**config.mk**
```make
export PLATFORM = sky130hd
export DESIGN_NAME = simon_game_ctrl_flat
export DESIGN_NICKNAME = d
export VERILOG_FILES = /design/src/rtl/simon_game_ctrl_if.sv /design/src/rtl/simon_game_ctrl.sv /design/src/flat_wrapper.sv
export SDC_FILE = /design/constraint.sdc
export NUM_CORES = 1
export LEC_CHECK = 0
export ABC_CLOCK_PERIOD_IN_PS = 1600
export CAP_MARGIN = 25
export CORE_MARGIN = 2
export CORE_UTILIZATION = 40
export DETAILED_ROUTE_END_ITERATION = 12
export REMOVE_ABC_BUFFERS = 1
export SYNTH_ARGS = -nofsm -noshare
export SYNTH_HDL_FRONTEND = slang
export SYNTH_SLANG_ARGS = --single-unit
```
**constraint.sdc**
```tcl
create_clock -name clk -period 1.6 [get_ports clk]
set_input_delay 0.16 -clock clk [delete_from_list [all_inputs] [get_ports clk]]
set_output_delay 0.16 -clock clk [all_outputs]
set_load 0.03 [all_outputs]
```
**src/rtl/simon_game_ctrl_if.sv**
```systemverilog
// Core-facing bundle of the Simon game controller.
// master: the controller (drives coreReset / playerNum / playerPressed).
// slave : the Simon core (drives its turn / number / pressed / game-over status).
interface simon_game_ctrl_if;
    logic       simonTurn;
    logic [1:0] simonNum;
    logic       simonPressed;
    logic       gameOver;
    logic       coreReset;
    logic [1:0] playerNum;
    logic       playerPressed;

    modport master (
        input  simonTurn, simonNum, simonPressed, gameOver,
        output coreReset, playerNum, playerPressed
    );

    modport slave (
        output simonTurn, simonNum, simonPressed, gameOver,
        input  coreReset, playerNum, playerPressed
    );
endinterface

```
**src/rtl/simon_game_ctrl.sv**
```systemverilog
// Simon game controller: synchronizes and debounces the start and colour buttons,
// sequences IDLE/ARM/PLAY/OVER, forwards clean single presses to the Simon core,
// keeps the score and best score, and drives the lamps.
// Optional build macro SIMON_ATTRACT_EN adds a rotating one-hot lamp pattern in IDLE.
module simon_game_ctrl #(
    parameter int DEBOUNCE = 3,
    parameter int BLINK    = 15
) (
    input  logic                     clk,
    input  logic                     reset,
    input  logic                     start,
    input  logic [3:0]               btn,
    simon_game_ctrl_if.master        core,
    output logic [3:0]               led,
    output logic [3:0]               score,
    output logic [3:0]               highScore,
    output logic [1:0]               phase
);

    localparam logic [1:0] IDLE = 2'd0;
    localparam logic [1:0] ARM  = 2'd1;
    localparam logic [1:0] PLAY = 2'd2;
    localparam logic [1:0] OVER = 2'd3;

    localparam int DCW = (DEBOUNCE > 1) ? $clog2(DEBOUNCE + 1) : 1;
    localparam int BCW = (BLINK > 1) ? $clog2(BLINK + 1) : 1;
    localparam logic [DCW-1:0] DB_LAST = DCW'(DEBOUNCE - 1);
    localparam logic [BCW-1:0] BL_LAST = BCW'(BLINK - 1);

    // Bit 0 is start, bits 4:1 are the colour buttons.
    logic [4:0]     raw;
    logic [4:0]     sync_a;
    logic [4:0]     sync_b;
    logic [4:0]     db;
    logic [4:0]     db_prev;
    logic [DCW-1:0] db_cnt [5];

    logic [4:0]     rise;
    logic           start_rise;
    logic [3:0]     held;
    logic           press_ok;
    logic [1:0]     press_idx;

    logic           turn_prev;
    logic           blink_on;
    logic [BCW-1:0] blink_cnt;

    assign raw        = {btn, start};
    assign rise       = db & ~db_prev;
    assign start_rise = rise[0];
    assign held       = db[4:1];
    // A press counts only when exactly one debounced colour is high and it just rose.
    assign press_ok   = (held != 4'b0000) && ((held & (held - 4'd1)) == 4'b0000)
                        && ((rise[4:1] & held) != 4'b0000);

    // Two-flop synchronizer, then a per-bit counter that accepts a new level after DEBOUNCE equal samples.
    always_ff @(posedge clk or posedge reset) begin
        // NOTE: sequential state uses non-blocking assignments so every flop samples pre-edge values.
        if (reset) begin
            sync_a  <= '0;
            sync_b  <= '0;
            db      <= '0;
            db_prev <= '0;
            for (int i = 0; i < 5; i++) db_cnt[i] <= '0;
        end else begin
            sync_a  <= raw;
            sync_b  <= sync_a;
            db_prev <= db;
            for (int i = 0; i < 5; i++) begin
                if (sync_b[i] == db[i]) begin
                    db_cnt[i] <= '0;
                end else if (db_cnt[i] == DB_LAST) begin
                    db[i]     <= sync_b[i];
                    db_cnt[i] <= '0;
                end else begin
                    db_cnt[i] <= db_cnt[i] + 1'b1;
                end
            end
        end
    end

    // Encode the single held colour into its index.
    always_comb begin
        // NOTE: default first so no path through the case can infer a latch.
        press_idx = 2'd0;
        case (held)
            4'b0010: press_idx = 2'd1;
            4'b0100: press_idx = 2'd2;
            4'b1000: press_idx = 2'd3;
            default: press_idx = 2'd0;
        endcase
    end

    // Game sequencer: phase, core reset, score keeping, press strobe and OVER blink timing.
    always_ff @(posedge clk or posedge reset) begin
        if (reset) begin
            phase              <= IDLE;
            core.coreReset     <= 1'b1;
            core.playerPressed <= 1'b0;
            core.playerNum     <= 2'd0;
            score              <= 4'd0;
            highScore          <= 4'd0;
            turn_prev          <= 1'b0;
            blink_on           <= 1'b0;
            blink_cnt          <= '0;
        end else begin
            core.playerPressed <= 1'b0;
            turn_prev          <= core.simonTurn;
            case (phase)
                IDLE: begin
                    if (start_rise) phase <= ARM;
                end
                ARM: begin
                    score          <= 4'd0;
                    turn_prev      <= 1'b1;
                    phase          <= PLAY;
                    core.coreReset <= 1'b0;
                end
                PLAY: begin
                    if (core.gameOver) begin
                        phase     <= OVER;
                        blink_on  <= 1'b1;
                        blink_cnt <= '0;
                        if (score > highScore) highScore <= score;
                    end else begin
                        if (core.simonTurn && !turn_prev && score != 4'd15)
                            score <= score + 4'd1;
                        if (!core.simonTurn && press_ok) begin
                            core.playerPressed <= 1'b1;
                            core.playerNum     <= press_idx;
                        end
                    end
                end
                default: begin // OVER
                    if (start_rise) begin
                        phase          <= ARM;
                        core.coreReset <= 1'b1;
                    end else if (blink_cnt == BL_LAST) begin
                        blink_cnt <= '0;
                        blink_on  <= ~blink_on;
                    end else begin
                        blink_cnt <= blink_cnt + 1'b1;
                    end
                end
            endcase
        end
    end

`ifdef SIMON_ATTRACT_EN
    logic [BCW-1:0] att_cnt;
    logic [3:0]     att_led;

    // Attract pattern: one-hot lamp stepping every BLINK cycles while idle, cleared elsewhere.
    always_ff @(posedge clk or posedge reset) begin
        if (reset) begin
            att_cnt <= '0;
            att_led <= 4'b0000;
        end else if (phase != IDLE) begin
            att_cnt <= '0;
            att_led <= 4'b0000;
        end else if (att_cnt == BL_LAST) begin
            att_cnt <= '0;
            att_led <= (att_led == 4'b0000 || att_led[3]) ? 4'b0001 : {att_led[2:0], 1'b0};
        end else begin
            att_cnt <= att_cnt + 1'b1;
        end
    end
`endif

    // Lamp drive selected by phase; PLAY follows the core or the player live.
    always_comb begin
        led = 4'b0000;
        case (phase)
            IDLE: begin
`ifdef SIMON_ATTRACT_EN
                led = att_led;
`else
                led = 4'b0000;
`endif
            end
            PLAY: begin
                if (core.simonTurn)
                    led = core.simonPressed ? (4'b0001 << core.simonNum) : 4'b0000;
                else
                    led = held;
            end
            OVER:    led = blink_on ? 4'b1111 : 4'b0000;
            default: led = 4'b0000;
        endcase
    end

endmodule

```
**src/flat_wrapper.sv**
```systemverilog
// flat-port wrapper written by rule: the top's interface ports become plain ports
module simon_game_ctrl_flat 
#(
    parameter int DEBOUNCE = 3,
    parameter int BLINK    = 15
)
  (clk, reset, start, btn, led, score, highScore, phase, core_simonTurn, core_simonNum, core_simonPressed, core_gameOver, core_coreReset, core_playerNum, core_playerPressed);
  simon_game_ctrl_if core_i ();
  input  logic clk;
  input  logic reset;
  input  logic start;
  input  logic [3:0] btn;
  output logic [3:0] led;
  output logic [3:0] score;
  output logic [3:0] highScore;
  output logic [1:0] phase;
  input wire logic [$bits(core_i.simonTurn)-1:0] core_simonTurn;
  input wire logic [$bits(core_i.simonNum)-1:0] core_simonNum;
  input wire logic [$bits(core_i.simonPressed)-1:0] core_simonPressed;
  input wire logic [$bits(core_i.gameOver)-1:0] core_gameOver;
  output wire logic [$bits(core_i.coreReset)-1:0] core_coreReset;
  output wire logic [$bits(core_i.playerNum)-1:0] core_playerNum;
  output wire logic [$bits(core_i.playerPressed)-1:0] core_playerPressed;
  assign core_i.simonTurn = core_simonTurn;
  assign core_i.simonNum = core_simonNum;
  assign core_i.simonPressed = core_simonPressed;
  assign core_i.gameOver = core_gameOver;
  assign core_coreReset = core_i.coreReset;
  assign core_playerNum = core_i.playerNum;
  assign core_playerPressed = core_i.playerPressed;
  simon_game_ctrl #(.DEBOUNCE(DEBOUNCE), .BLINK(BLINK)) u_core (.clk(clk), .reset(reset), .start(start), .btn(btn), .core(core_i), .led(led), .score(score), .highScore(highScore), .phase(phase));
endmodule
```
==> flow_summary.json <==
{
  "crit_path_start_kind": "flip-flop",
  "synth-seq-cells": 50,
  "hp-class": "in -> async",
  "portBuffers": 29,
  "clock_latency_ps": 300,
  "skew_ps": 6.248,
  "synth_edf_count": 0,
  "post-route-drc-count": 0,
  "fin_ws_ps": -25.78,
  "leakagePower_nw": 1.464,
  "gp_congestion": 0.7610,
  "maxCapViolCount": 0,
  "final_core_util_pct": 58.25,
  "ys.warnings.count": 0,
  "synth_cell_types": 38,
  "overflow": 0,
  "hold_viol_final": 0,
  "synthCells": 196,
  "crit_family": "flip-flops",
  "num-fill-cells": 457,
  "die_x_um": 78.64,
  "cts_made_buffers": 5,
  "die_area_um2": 6184,
  "grt_pass1_wl_mm": 7.334,
  "clk_pin_slew_ps": 90,
  "path_class": "reg -> reg",
  "violations": "negative setup slack",
  "yosys-top-cells-count": "dfrtp_1, inv_1, ha_1, nand2_1, nor3_1",
  "status": "finished with violations",
  "num_io_pins": 30,
  "drtPass1Iterations": 4,
  "cts_root_buf": "clkbuf_8",
  "synth_top_area_share_pct": 55.03,
  "synth_area_um2": 2228,
  "cts_buffer_depth": 2,
  "stdcell_count": 335,
  "fp-row-count": 27,
  "worstPathCellList": "ha_4 > nor2b_4 > o211ai_1 > a21oi_2 > buf_6 > mux2_4",
  "synth.area.top_cells": "dfrtp_1, ha_1, mux2_2, inv_1, xnor2_1",
  "start_util_pct": 40.97,
  "cpPeakStageDelay_ps": 420,
  "antenna_left": 0,
  "die_h_um": 78.64,
  "setup_viol": 5,
  "fin_nets": 286,
  "slew_headroom_pct": 71.13,
  "critPathCaptureType": "flip-flop",
  "antenna_cells": 0,
  "multi_input_area_um2": 1050,
  "avgSynthCellArea_um2": 11.37,
  "finalMaxSlewViolations": 0,
  "grt_pass1_vias": 1541,
  "crit_fanout": 3,
  "dpl.cell_count": 320,
  "yosysSeqAreaShare_pct": 56.20,
  "syn2layout_area_growth_pct": 42.17,
  "cts_hold_buffers": 0,
  "grt_max_degree": 31,
  "h-tree-depth": 2,
  "synth_most_common_cell": "dfrtp_1",
  "max_freq_mhz": 615.1,
  "drive_above_1_share_pct": 36.88,
  "track_usage_pct": 15.71,
  "vias_per_cell": 4.839,
  "slowest_stage": "dfrtp_1",
  "vdd_drop_max_mv": 0.9050,
  "drt-total-wl_mm": 4.404,
  "finalCritPeriodShare_pct": 101.6,
  "routedWlPerCell_um": 13.15,
  "dp_hpwl_mm": 3.070,
  "ys.flop_type": "dfrtp_1",
  "seqCellArea_um2": 1257,
  "fin_crit_ps": 1626,
  "yosys.area.top_type": "dfrtp_1",
  "crit_buf_inv": 1,
  "required_ps": 1800,
  "num_vias": 1621,
  "place_area_um2": 2794,
  "antenna_found_initial": 0,
  "fin_area_um2": 3168,
  "dr.first_iter.drc_count": 88,
  "rsz0062_at_grt": "yes",
  "cp_data_arrival_time_ps": 1820,
  "worst_slew_pin_slew_ps": 431.0,
  "async_reset_ff_share_pct": 100.0,
  "power.density_nw_per_um2": 1974,
  "cts_tree": "done",
  "core_um2": 5439,
  "cts.sinks": 50
}
-- stage by stage --
stage / hold WS [ps] / TNS [ps] / worst slack [ps] / power, W
after floorplan: 191.4 / -4792 / -451.2 / 0.003709
after global placement: 332.6 / -438.8 / -67.47 / 0.004785
after detailed placement: 337.1 / -581.3 / -111.7 / 0.004844
after CTS: 73.74 / -65.67 / -28.52 / 0.005947
after global routing: 93.63 / -893.9 / -94.53 / 0.006723
final: 73.40 / -89.04 / -25.78 / 0.006253
-- power breakdown --
| group | switching (W) | total, W | internal, W | leakage, nW |
|---|---|---|---|---|
| registers | 0.000337 | 0.00204 | 0.00170 | 0.620 |
| logic | 0.00167 | 0.00334 | 0.00167 | 0.793 |
| clock network | 0.000412 | 0.000878 | 0.000466 | 0.0514 |
-- cell usage in the layout (no fill, tap or decap), types with 2 or more instances in the layout --
master	synthesis	routed
nor2_1	7	6
dfrtp_2	0	4
a21oi_1	10	9
inv_2	0	3
inv_4	1	2
inv_1	18	14
clkbuf_8	0	5
nor2b_4	1	3
and3_1	2	2
dlygate4sd2_1	0	9
nand2_2	1	4
nand2b_1	3	2
ha_4	0	5
and2b_1	2	2
a31oi_1	2	2
o22ai_2	0	2
o21ai_0	5	3
clkdlybuf4s50_1	0	15
mux2_2	7	3
buf_4	1	28
mux2_4	0	4
o21ai_2	0	3
nand2_1	12	8
buf_6	0	10
ha_1	12	6
nand3_2	0	4
o22ai_1	6	4
nor2b_1	4	2
nand3_1	6	2
a31o_2	4	4
nor3_1	11	11
xnor2_1	7	7
dfrtp_1	49	45
nand4_1	3	3
xor2_1	3	3
-- final timing paths --
kind	depth (start not counted)	end	slack, ps	from
worst min-delay path	2	u_core.sync_a[0]	70	reset
min in group clk	1	u_core.sync_a[2]	280	btn[1]
worst max register to register	6	u_core.highScore[1]	-30	u_core.score[1]
worst max-delay path	6	u_core.highScore[1]	-30	u_core.score[1]
max in group asynchronous	3	u_core.blink_cnt[1]	1100	reset
worst min register to register	0	u_core.sync_b[0]	350	u_core.sync_a[0]
-- kinds of logic (layout without fill, tap and decap cells) --
family,count (synthesis),in the layout,share of synthesized area [%]
compound gates,38,38,12.02
xor+xnor,10,10,3.931
fa+ha+maj,12,12,6.738
buf+inv,24,91,4.548
flops,50,50,56.20
mux,8,8,3.987
simple gates,54,54,12.58
-- flip-flops by register name, indices dropped and copies added, names as in the netlist, 2 cells and up --
signal	cells
u_core.highScore	4
u_core.core.playerNum	2
u_core.sync_a	5
u_core.db_prev	5
u_core.phase	2
u_core.score	4
u_core.sync_b	5
u_core.db	5
u_core.db_cnt	10
u_core.blink_cnt	4
-- timing repair --
action,in CTS,in global routing
endpoints found under the setup margin,25,17
buffers inserted,3,4
resized for setup,34,31
pin swaps,3,7
-- area by class of cell --
| type | instances | area share (%) |
|---|---|---|
| Clock buffer | 6 | 2.291 |
| Clock inverter | 2 | 1.185 |
| Inverter | 19 | 2.409 |
| Multi-Input combinational cell | 122 | 33.14 |
| Sequential cell | 50 | 39.69 |
| Tap cell | 72 | 2.844 |
| Timing Repair Buffer | 64 | 18.44 |
-- metal layers --
metal / vias up / wire length [µm] / global-route usage [%]
met4: 0 / 75 / 6.316
met5: - / 0 / 0
met1: 780 / 2096 / 21.33
met3: 6 / 145 / 4.713
li1: 810 / - / -
met2: 25 / 2087 / 23.50
-- worst reg2reg max path: stages (launching register included) --
cell and delay, ps:
dfrtp_1 420, ha_4 280, nor2b_4 120, o211ai_1 90, a21oi_2 180, buf_6 130
mux2_4 290
No activity file was read; power rests on OpenSTA's default activity.
